File: config.mk
export PLATFORM = sky130hd
export DESIGN_NAME = hazard_ctrl_unit_flat
export DESIGN_NICKNAME = d
export VERILOG_FILES = /design/src/rtl/hazard_ctrl_unit_if.sv /design/src/rtl/hazard_ctrl_unit.sv /design/src/flat_wrapper.sv
export SDC_FILE = /design/constraint.sdc
export NUM_CORES = 1
export LEC_CHECK = 0
export CORE_MARGIN = 8
export CORE_UTILIZATION = 27
export DETAILED_ROUTE_END_ITERATION = 10
export PLACE_DENSITY = 0.84
export SYNTH_ARGS = -nofsm -noshare
export SYNTH_HDL_FRONTEND = slang
export SYNTH_SLANG_ARGS = --single-unit
File: constraint.sdc
create_clock -name clk -period 2.4 [get_ports clk]
set_input_delay 0.48 -clock clk [delete_from_list [all_inputs] [get_ports clk]]
set_output_delay 0.48 -clock clk [all_outputs]
set_load 0.005 [all_outputs]
File: src/rtl/hazard_ctrl_unit_if.sv
// Hazard-control bundle between the PPU pipeline and hazard_ctrl_unit.
//   Inputs to the unit: ID source registers and use flags, the ID/EX, EX/MEM
//   and MEM/WB destination/write-enable info, and the EX branch outcome.
//   Outputs from the unit: PC / IF-ID load enables, IF-ID flush, ID-EX bubble,
//   forwarding selects and the statistics counters.
//   master: hazard_ctrl_unit side.  slave: pipeline side.
interface hazard_ctrl_unit_if #(
  parameter int unsigned REG_AW = 5,
  parameter int unsigned CNT_W  = 16
);
  logic [REG_AW-1:0] ID_RA;
  logic [REG_AW-1:0] ID_RB;
  logic              ID_RA_USE;
  logic              ID_RB_USE;
  logic [REG_AW-1:0] EX_RD;
  logic              EX_L;
  logic              EX_RF_LE;
  logic              EX_BR_TAKEN;
  logic              EX_N;
  logic [REG_AW-1:0] MEM_RD;
  logic              MEM_RF_LE;
  logic [REG_AW-1:0] WB_RD;
  logic              WB_RF_LE;
  logic              PC_LE;
  logic              IF_ID_LE;
  logic              IF_ID_FLUSH;
  logic              ID_EX_BUBBLE;
  logic [1:0]        FWD_A;
  logic [1:0]        FWD_B;
  logic [CNT_W-1:0]  STALL_CNT;
  logic [CNT_W-1:0]  FLUSH_CNT;

  modport master (
    input  ID_RA, ID_RB, ID_RA_USE, ID_RB_USE,
    input  EX_RD, EX_L, EX_RF_LE, EX_BR_TAKEN, EX_N,
    input  MEM_RD, MEM_RF_LE, WB_RD, WB_RF_LE,
    output PC_LE, IF_ID_LE, IF_ID_FLUSH, ID_EX_BUBBLE,
    output FWD_A, FWD_B, STALL_CNT, FLUSH_CNT
  );

  modport slave (
    output ID_RA, ID_RB, ID_RA_USE, ID_RB_USE,
    output EX_RD, EX_L, EX_RF_LE, EX_BR_TAKEN, EX_N,
    output MEM_RD, MEM_RF_LE, WB_RD, WB_RF_LE,
    input  PC_LE, IF_ID_LE, IF_ID_FLUSH, ID_EX_BUBBLE,
    input  FWD_A, FWD_B, STALL_CNT, FLUSH_CNT
  );
endinterface

File: src/rtl/hazard_ctrl_unit.sv
// Hazard control for the ID/EX pipeline register of the PA-RISC PPU.
//   Detects load-use hazards (stall + bubble), squashes IF/ID (and optionally
//   the delay slot) on taken branches, and selects operand forwarding sources.
// Ports:
//   clk   - pipeline clock, rising edge
//   Reset - asynchronous active-low reset
//   bus   - hazard_ctrl_unit_if.master (pipeline status in, control out)
// Parameters: REG_AW register-number width, LOAD_STALL load-use hold length
//   (1..15 cycles), CNT_W statistics counter width.
// Build option: define HAZARD_STATS_EN to implement STALL_CNT / FLUSH_CNT;
//   otherwise both read as constant zero.
module hazard_ctrl_unit #(
  parameter int unsigned REG_AW     = 5,
  parameter int unsigned LOAD_STALL = 1,
  parameter int unsigned CNT_W      = 16
) (
  input  logic               clk,
  input  logic               Reset,
  hazard_ctrl_unit_if.master bus
);

  localparam int unsigned      STALL_W     = 4;
  localparam logic [STALL_W-1:0] STALL_INIT = STALL_W'(LOAD_STALL - 1);
  localparam bit               MULTI_STALL = (LOAD_STALL > 1);

  typedef enum logic [1:0] {
    ST_RUN      = 2'd0,
    ST_LU_STALL = 2'd1,
    ST_BR       = 2'd2
  } state_e;

  state_e             state_q, state_d;
  logic [STALL_W-1:0] cnt_q, cnt_d;

  logic lu_hazard_c;
  logic pc_le_c, if_id_le_c, if_id_flush_c, id_ex_bubble_c;
  logic [1:0] fwd_a_c, fwd_b_c;

  // Load-use: a load in EX targets a register the ID instruction reads (GR0 excluded).
  always_comb begin
    lu_hazard_c = bus.EX_L & bus.EX_RF_LE & (bus.EX_RD != '0) &
                  ((bus.ID_RA_USE & (bus.ID_RA == bus.EX_RD)) |
                   (bus.ID_RB_USE & (bus.ID_RB == bus.EX_RD)));
  end

  // First match wins: EX, then MEM, then WB; GR0 never forwards.
  function automatic logic [1:0] fwd_sel(
    input logic [REG_AW-1:0] src,
    input logic [REG_AW-1:0] ex_rd,
    input logic              ex_ok,
    input logic [REG_AW-1:0] mem_rd,
    input logic              mem_ok,
    input logic [REG_AW-1:0] wb_rd,
    input logic              wb_ok
  );
    logic [1:0] sel;
    sel = 2'b00;
    if (src != '0) begin
      if (ex_ok && (ex_rd == src))        sel = 2'b01;
      else if (mem_ok && (mem_rd == src)) sel = 2'b10;
      else if (wb_ok && (wb_rd == src))   sel = 2'b11;
    end
    return sel;
  endfunction

  // State register.
  always_ff @(posedge clk or negedge Reset) begin
    if (!Reset) begin
      state_q <= ST_RUN;
      cnt_q   <= '0;
    end else begin
      state_q <= state_d;
      cnt_q   <= cnt_d;
    end
  end

  // Next state: branch outranks load-use; stall state ignores new events.
  always_comb begin
    state_d = state_q;
    cnt_d   = cnt_q;
    unique case (state_q)
      ST_LU_STALL: begin
        if (cnt_q <= STALL_W'(1)) begin
          state_d = ST_RUN;
          cnt_d   = '0;
        end else begin
          cnt_d = cnt_q - STALL_W'(1);
        end
      end
      default: begin
        if (bus.EX_BR_TAKEN) begin
          state_d = ST_BR;
        end else if (lu_hazard_c && MULTI_STALL) begin
          state_d = ST_LU_STALL;
          cnt_d   = STALL_INIT;
        end else begin
          state_d = ST_RUN;
        end
      end
    endcase
  end

  // Outputs: Mealy in RUN/BR, pure hold in LU_STALL, forced idle while in reset.
  always_comb begin
    pc_le_c        = 1'b1;
    if_id_le_c     = 1'b1;
    if_id_flush_c  = 1'b0;
    id_ex_bubble_c = 1'b0;
    fwd_a_c        = 2'b00;
    fwd_b_c        = 2'b00;
    if (Reset) begin
      fwd_a_c = fwd_sel(bus.ID_RA, bus.EX_RD, bus.EX_RF_LE & ~bus.EX_L,
                        bus.MEM_RD, bus.MEM_RF_LE, bus.WB_RD, bus.WB_RF_LE);
      fwd_b_c = fwd_sel(bus.ID_RB, bus.EX_RD, bus.EX_RF_LE & ~bus.EX_L,
                        bus.MEM_RD, bus.MEM_RF_LE, bus.WB_RD, bus.WB_RF_LE);
      unique case (state_q)
        ST_LU_STALL: begin
          pc_le_c        = 1'b0;
          if_id_le_c     = 1'b0;
          id_ex_bubble_c = 1'b1;
        end
        default: begin
          if (bus.EX_BR_TAKEN) begin
            // Target loads through PC; EX_N also squashes the delay slot in ID.
            if_id_flush_c  = 1'b1;
            id_ex_bubble_c = bus.EX_N;
          end else if (lu_hazard_c) begin
            pc_le_c        = 1'b0;
            if_id_le_c     = 1'b0;
            id_ex_bubble_c = 1'b1;
          end
        end
      endcase
    end
  end

  assign bus.PC_LE        = pc_le_c;
  assign bus.IF_ID_LE     = if_id_le_c;
  assign bus.IF_ID_FLUSH  = if_id_flush_c;
  assign bus.ID_EX_BUBBLE = id_ex_bubble_c;
  assign bus.FWD_A        = fwd_a_c;
  assign bus.FWD_B        = fwd_b_c;

`ifdef HAZARD_STATS_EN
  logic [CNT_W-1:0] stall_cnt_q, stall_cnt_d;
  logic [CNT_W-1:0] flush_cnt_q, flush_cnt_d;

  // A bubble without a flush is always a load-use bubble; both counters saturate.
  always_comb begin
    stall_cnt_d = stall_cnt_q;
    flush_cnt_d = flush_cnt_q;
    if (id_ex_bubble_c && !if_id_flush_c && (stall_cnt_q != '1))
      stall_cnt_d = stall_cnt_q + CNT_W'(1);
    if (if_id_flush_c && (flush_cnt_q != '1))
      flush_cnt_d = flush_cnt_q + CNT_W'(1);
  end

  always_ff @(posedge clk or negedge Reset) begin
    if (!Reset) begin
      stall_cnt_q <= '0;
      flush_cnt_q <= '0;
    end else begin
      stall_cnt_q <= stall_cnt_d;
      flush_cnt_q <= flush_cnt_d;
    end
  end

  assign bus.STALL_CNT = stall_cnt_q;
  assign bus.FLUSH_CNT = flush_cnt_q;
`else
  assign bus.STALL_CNT = {CNT_W{1'b0}};
  assign bus.FLUSH_CNT = {CNT_W{1'b0}};
`endif

endmodule

File: src/flat_wrapper.sv
// flat-port wrapper written by rule: the top's interface ports become plain ports
module hazard_ctrl_unit_flat 
#(
  parameter int unsigned REG_AW     = 5,
  parameter int unsigned LOAD_STALL = 1,
  parameter int unsigned CNT_W      = 16
)
  (clk, Reset, bus_ID_RA, bus_ID_RB, bus_ID_RA_USE, bus_ID_RB_USE, bus_EX_RD, bus_EX_L, bus_EX_RF_LE, bus_EX_BR_TAKEN, bus_EX_N, bus_MEM_RD, bus_MEM_RF_LE, bus_WB_RD, bus_WB_RF_LE, bus_PC_LE, bus_IF_ID_LE, bus_IF_ID_FLUSH, bus_ID_EX_BUBBLE, bus_FWD_A, bus_FWD_B, bus_STALL_CNT, bus_FLUSH_CNT);
  hazard_ctrl_unit_if #(.REG_AW(REG_AW), .CNT_W(CNT_W)) bus_i ();
  input  logic clk;
  input  logic Reset;
  input wire logic [$bits(bus_i.ID_RA)-1:0] bus_ID_RA;
  input wire logic [$bits(bus_i.ID_RB)-1:0] bus_ID_RB;
  input wire logic [$bits(bus_i.ID_RA_USE)-1:0] bus_ID_RA_USE;
  input wire logic [$bits(bus_i.ID_RB_USE)-1:0] bus_ID_RB_USE;
  input wire logic [$bits(bus_i.EX_RD)-1:0] bus_EX_RD;
  input wire logic [$bits(bus_i.EX_L)-1:0] bus_EX_L;
  input wire logic [$bits(bus_i.EX_RF_LE)-1:0] bus_EX_RF_LE;
  input wire logic [$bits(bus_i.EX_BR_TAKEN)-1:0] bus_EX_BR_TAKEN;
  input wire logic [$bits(bus_i.EX_N)-1:0] bus_EX_N;
  input wire logic [$bits(bus_i.MEM_RD)-1:0] bus_MEM_RD;
  input wire logic [$bits(bus_i.MEM_RF_LE)-1:0] bus_MEM_RF_LE;
  input wire logic [$bits(bus_i.WB_RD)-1:0] bus_WB_RD;
  input wire logic [$bits(bus_i.WB_RF_LE)-1:0] bus_WB_RF_LE;
  output wire logic [$bits(bus_i.PC_LE)-1:0] bus_PC_LE;
  output wire logic [$bits(bus_i.IF_ID_LE)-1:0] bus_IF_ID_LE;
  output wire logic [$bits(bus_i.IF_ID_FLUSH)-1:0] bus_IF_ID_FLUSH;
  output wire logic [$bits(bus_i.ID_EX_BUBBLE)-1:0] bus_ID_EX_BUBBLE;
  output wire logic [$bits(bus_i.FWD_A)-1:0] bus_FWD_A;
  output wire logic [$bits(bus_i.FWD_B)-1:0] bus_FWD_B;
  output wire logic [$bits(bus_i.STALL_CNT)-1:0] bus_STALL_CNT;
  output wire logic [$bits(bus_i.FLUSH_CNT)-1:0] bus_FLUSH_CNT;
  assign bus_i.ID_RA = bus_ID_RA;
  assign bus_i.ID_RB = bus_ID_RB;
  assign bus_i.ID_RA_USE = bus_ID_RA_USE;
  assign bus_i.ID_RB_USE = bus_ID_RB_USE;
  assign bus_i.EX_RD = bus_EX_RD;
  assign bus_i.EX_L = bus_EX_L;
  assign bus_i.EX_RF_LE = bus_EX_RF_LE;
  assign bus_i.EX_BR_TAKEN = bus_EX_BR_TAKEN;
  assign bus_i.EX_N = bus_EX_N;
  assign bus_i.MEM_RD = bus_MEM_RD;
  assign bus_i.MEM_RF_LE = bus_MEM_RF_LE;
  assign bus_i.WB_RD = bus_WB_RD;
  assign bus_i.WB_RF_LE = bus_WB_RF_LE;
  assign bus_PC_LE = bus_i.PC_LE;
  assign bus_IF_ID_LE = bus_i.IF_ID_LE;
  assign bus_IF_ID_FLUSH = bus_i.IF_ID_FLUSH;
  assign bus_ID_EX_BUBBLE = bus_i.ID_EX_BUBBLE;
  assign bus_FWD_A = bus_i.FWD_A;
  assign bus_FWD_B = bus_i.FWD_B;
  assign bus_STALL_CNT = bus_i.STALL_CNT;
  assign bus_FLUSH_CNT = bus_i.FLUSH_CNT;
  hazard_ctrl_unit #(.REG_AW(REG_AW), .LOAD_STALL(LOAD_STALL), .CNT_W(CNT_W)) u_core (.clk(clk), .Reset(Reset), .bus(bus_i));
endmodule
==> metrics.yaml, run 1 <==
status:
  status: "completed"
hold_path:
  min-delay-path-class: "in -> out"
setup_path:
  end_kind: "output port"
  cp_top_family: "buffers and inverters"
  startpoint_type: "input port"
  cp.depth: 9
  crit_top_cell: "buf_4"
  cp.required_ps: 1920
  crit_path_top_delay_cell: "a2111o_1"
  crit_start: "bus_ID_RA[0]"
  crit_fanout: 2
  cp_num_buf_inv: 5
  slowest_delay_ps: 430
  cp.arrival_ps: 1920
  critical_path_class: "in -> out"
  crit_chain: "buf_2 -> nor2b_1 -> a2111o_1 -> buf_4 -> nor4_4 -> buf_4 -> buf_4 -> nor3_1 -> buf_2"
  crit_path_end: "bus_FWD_A[1]"
finish:
  seqCellArea_um2: 0
  final_common_cell: "conb_1"
  nClkBuffers: 0
  seq_cells: 0
  synthToLayoutAreaGrowth_pct: 69.02
  n_fill_cell: 270
  antenna_cells: 0
  fin_nets: 209
  instances_no_fill: 203
  mostFrequentLayoutCells: "conb_1, buf_4, xor2_1"
  drive_above_1_share: 0.3372
placement:
  numPortBuffers: 42
  place_hpwl_um: 2404
  gp_congestion: 0.8326
  place_inst: 196
sta:
  timing.fmax_mhz: 416.9
  whs_ps: 1462
  min_period_ps: 2399
  layout_worst_path_cycle_share: 0.9994
  hold_viol: 0
  drv_slew: 0
  setup_violations: 0
  rsz0062_at_grt: "yes"
die:
  die_h_um: 69.73
  initial_core_util: 0.2827
  top_level_ports: 75
  rows: 19
  die_x_um: 69.73
  dieArea_um2: 4862
  core_area_um2: 2758
pwr:
  leakage_nw: 0.6632
  vdd_drop_max_mv: 0.08361
  p_per_area_nw_per_um2: 149.6
yosys:
  syn_inst: 105
  mappedNetlistArea_um2: 779.5
  synth_compound_area_frac: 0.1124
  muxShareOfSynthArea: 0
  synth-simple-area-share: 0.3082
  yosys_warnings: 0
  ys_types: 26
  synthXorXnorAreaFrac: 0.2472
  avgSynthCellArea_um2: 7.424
  synth_fa_ha_area_frac: 0
  synth-seq-area-share: 0
  synth_top_family_by_area: "buffers and inverters"
global_route:
  grt_max_degree: 5
  grt_use_total: 0.1130
  grt_remaining_overflow: 0
  grt_pass1_vias: 1068
  antenna_found_initial: 0
  grt_pass1_wl_um: 4850
route:
  routed_wl_um: 2953
  drc: 0
  viasPerCell: 4.478
  wl_per_cell_um: 14.55
  drt-initial-drc-count: 19
  route.vias.total: 909
  ant_nets: 0
  detail_route.first_pass.iterations: 4
flow_run:
  maxCapViolations: 0
clock_tree:
  cts-hold-fix-buffers: 0
==> worst min path at each step <==
| stage | from | to | slack [ps] | cells past startpoint |
|---|---|---|---|---|
| global route | bus_EX_RD[1] | bus_PC_LE | 1510 | 4 |
| floorplan | bus_EX_RD[1] | bus_IF_ID_LE | 1060 | 1 |
| global placement | bus_EX_N | bus_ID_EX_BUBBLE | 1920 | 4 |
| finish | bus_EX_RD[1] | bus_PC_LE | 1460 | 4 |
| CTS | bus_EX_RD[1] | bus_PC_LE | 1570 | 4 |
| detailed placement | bus_EX_N | bus_ID_EX_BUBBLE | 1920 | 4 |
==> final cells by class <==
| class | instances | area (um^2) | area share |
|---|---|---|---|
| Timing Repair Buffer | 69 | 556.8 | 0.4226 |
| Tap cell | 31 | 38.79 | 0.02944 |
| Inverter | 2 | 7.507 | 0.005698 |
| Multi-Input combinational cell | 101 | 714.4 | 0.5423 |
==> worst min-delay path, stage by stage <==
cell and delay [ps]:
buf_8 80, buf_4 100, o221ai_2 100, clkdlybuf4s15_1 220
==> cells in the mapped netlist (all sizes together) <==
cell | count | area (um^2)
nand2b | 6 | 37.54
xor2 | 18 | 157.7
o21ai | 2 | 10.01
and4b | 1 | 10.01
a2111o | 2 | 22.52
a21oi | 2 | 10.01
and3 | 2 | 12.51
inv | 2 | 7.510
nor2 | 2 | 7.510
xnor2 | 4 | 35.03
buf | 33 | 247.7
nand3 | 2 | 10.01
and2b | 1 | 7.510
o2111ai | 2 | 17.52
nor4b | 2 | 30.03
nor3 | 2 | 10.01
or4 | 3 | 22.52
conb | 1 | 3.750
nor2b | 5 | 31.28
o221ai | 1 | 15.01
or2b | 1 | 7.510
nor4 | 6 | 37.54
and2 | 1 | 6.260
nand2 | 2 | 10.01
a31oi | 2 | 12.51
==> layer usage <==
metal	track usage	vias to the layer above	part of all wire	wire, um
li1	-	437	-	-
met1	0.1204	429	0.40	1172
met2	0.2264	41	0.54	1583
met3	0.02575	2	0.060	178
met4	0.004464	0	0.0061	18
met5	0	-	0	0
==> cells by family after synthesis <==
family / Yosys count
compound gates: 11
simple gates: 36
xor+xnor: 22
buf+inv: 35
other cells: 1
==> repair_timing <==
item                                   in CTS  in global routing
pin swaps                                  17                 11
endpoints found under the hold margin       0                  0
gates resized for setup                    74                 30
cloned                                      0                  0
setup endpoints to repair                   7                  7
buffers inserted                            7                  1
==> metrics by stage <==
step                setup WS [ps]  cell area (um^2)  setup TNS, ps    util  power, mW
finish                      1.454              1318              0  0.4778     0.1971
global route               -56.93              1318         -86.20  0.4778     0.2132
CTS                         1.241              1299              0  0.4710     0.1855
detailed placement         -714.3              1257          -4500  0.4560     0.1812
global placement           -715.3              1257          -4213  0.4560     0.1779
floorplan                   308.5             895.9              0       -     0.1033
==> where the power goes <==
group / switching [mW] / internal (mW) / total, mW
Combinational: 0.0942 / 0.103 / 0.197
Clock: 0 / 0 / 0
Sequential: 0 / 0 / 0
Note: power is estimated with default switching activity, not from simulation.
==> inputs of run 2 (changes only) <==
==> constraint.sdc (replaced) <==
create_clock -name clk -period 2.4 [get_ports clk]
set_input_delay 0.72 -clock clk [delete_from_list [all_inputs] [get_ports clk]]
set_output_delay 0.72 -clock clk [all_outputs]
set_load 0.005 [all_outputs]
==> run 2 against run 1 <==
The flow now finishes with violations (negative setup slack). Highest routed layer unchanged. Maximum frequency shrank 12%. Total power grew 11%. Final cell count shrank 1.5%. Worst hold slack gained 410 ps. Via count shrank 1.9%. Combinational power grew 11%. Critical path depth shrank 2.
==> metrics.yaml, run 2 (same netlist as run 1, synthesis figures left out) <==
status:
  status: "complete, but fails checks"
  violations: "negative setup slack"
die:
  dieArea_um2: 4862
  core_area_um2: 2758
  die_x_um: 69.73
  rows: 19
  die_h_um: 69.73
  initial_core_util: 0.2827
  top_level_ports: 75
placement:
  place_hpwl_um: 2507
  place_inst: 195
  numPortBuffers: 42
  gp_congestion: 0.8029
finish:
  seq_cells: 0
  mostFrequentLayoutCells: "conb_1, buf_4, xor2_1"
  fin_nets: 206
  antenna_cells: 0
  seqCellArea_um2: 0
  nClkBuffers: 0
  synthToLayoutAreaGrowth_pct: 81.70
  instances_no_fill: 200
  final_common_cell: "conb_1"
  drive_above_1_share: 0.4497
setup_path:
  cp.required_ps: 1680
  cp_num_buf_inv: 2
  crit_top_cell: "buf_6"
  cp_top_family: "compound AO/OA/AOI/OAI gates"
  critical_path_class: "in -> out"
  crit_fanout: 3
  cp.arrival_ps: 2010
  end_kind: "output port"
  crit_chain: "buf_6 -> nor2b_1 -> a2111o_1 -> nor4b_2 -> o221ai_2 -> nand2_2 -> buf_6"
  startpoint_type: "input port"
  crit_path_top_delay_cell: "a2111o_1"
  slowest_delay_ps: 450
sta:
  hold_viol: 0
  drv_slew: 0
  rsz0062_at_grt: "yes"
  min_period_ps: 2728
  fin_tns_setup_ps: -2002
  setup_violations: 7
  timing.fmax_mhz: 366.6
  layout_setup_ws_ps: -327.8
  whs_ps: 1872
  layout_worst_path_cycle_share: 1.137
route:
  ant_nets: 0
  viasPerCell: 4.460
  detail_route.first_pass.iterations: 4
  route.vias.total: 892
  drc: 0
  wl_per_cell_um: 16.08
  routed_wl_um: 3215
  drt-initial-drc-count: 24
hold_path:
  min_to: "bus_IF_ID_LE"
  min-delay-start: "bus_EX_RD[1]"
  min-delay-path-class: "in -> out"
  hold_path_depth: 4
flow_run:
  maxCapViolations: 0
pwr:
  leakage_nw: 0.6811
  p_per_area_nw_per_um2: 154.0
  vdd_drop_max_mv: 0.08951
  power.total_mw: 0.2182
global_route:
  grt_remaining_overflow: 0
  grt_pass1_vias: 1015
  grt_pass1_wl_um: 4919
  grt_use_total: 0.1166
  antenna_found_initial: 0
  grt_max_degree: 6
-- run 2: layout make-up --
type	instances	area [um^2]
repair buffers	66	559.3
multi-input cells	101	810.8
fillers	266	1341
inverters	2	7.507
well taps	31	38.79
-- run 2: worst max-delay path by stage --
stage | startpoint | to | cells after the start
after floorplan | bus_ID_RA[0] | bus_PC_LE | 5
after global placement | bus_EX_RD[1] | bus_ID_EX_BUBBLE | 7
after detailed placement | bus_ID_RB[2] | bus_ID_EX_BUBBLE | 7
after CTS | bus_EX_RD[1] | bus_ID_EX_BUBBLE | 7
after global routing | bus_ID_RA[2] | bus_ID_EX_BUBBLE | 7
final | bus_EX_RD[1] | bus_ID_EX_BUBBLE | 7
-- run 2: stage by stage --
stage	cell area (um^2)	setup WS [ps]	util
6_report	1416	-327.8	0.5136
3_5_place_dp	1256	-1118	0.4555
3_3_place_gp	1256	-1121	0.4555
5_1_grt	1416	-404.4	0.5136
2_1_floorplan	902.1	-150.0	-
4_1_cts	1271	-363.0	0.4610
-- run 2: report_power, final --
group / leakage, nW / total, mW / internal, mW / switching (mW)
clock network: 0 / 0 / 0 / 0
logic: 0.681 / 0.218 / 0.111 / 0.107
registers: 0 / 0 / 0 / 0
total: 0.681 / 0.218 / 0.111 / 0.107
-- run 2: what timing repair did --
action / in CTS / in global routing
gates resized for setup: 113 / 37
hold buffers: 0 / 0
endpoints found under the hold margin: 0 / 0
endpoints found under the setup margin: 8 / 7
buffers inserted: 3 / 2
pin swaps: 19 / 22
-- run 2: per-layer routing --
| layer | part of all wire | vias to the layer above | GRT usage |
|---|---|---|---|
| li1 | - | 426 | - |
| met1 | 0.39 | 411 | 0.1361 |
| met2 | 0.54 | 51 | 0.2213 |
| met3 | 0.058 | 4 | 0.01574 |
| met4 | 0.014 | 0 | 0.01563 |
| met5 | 0 | - | 0 |
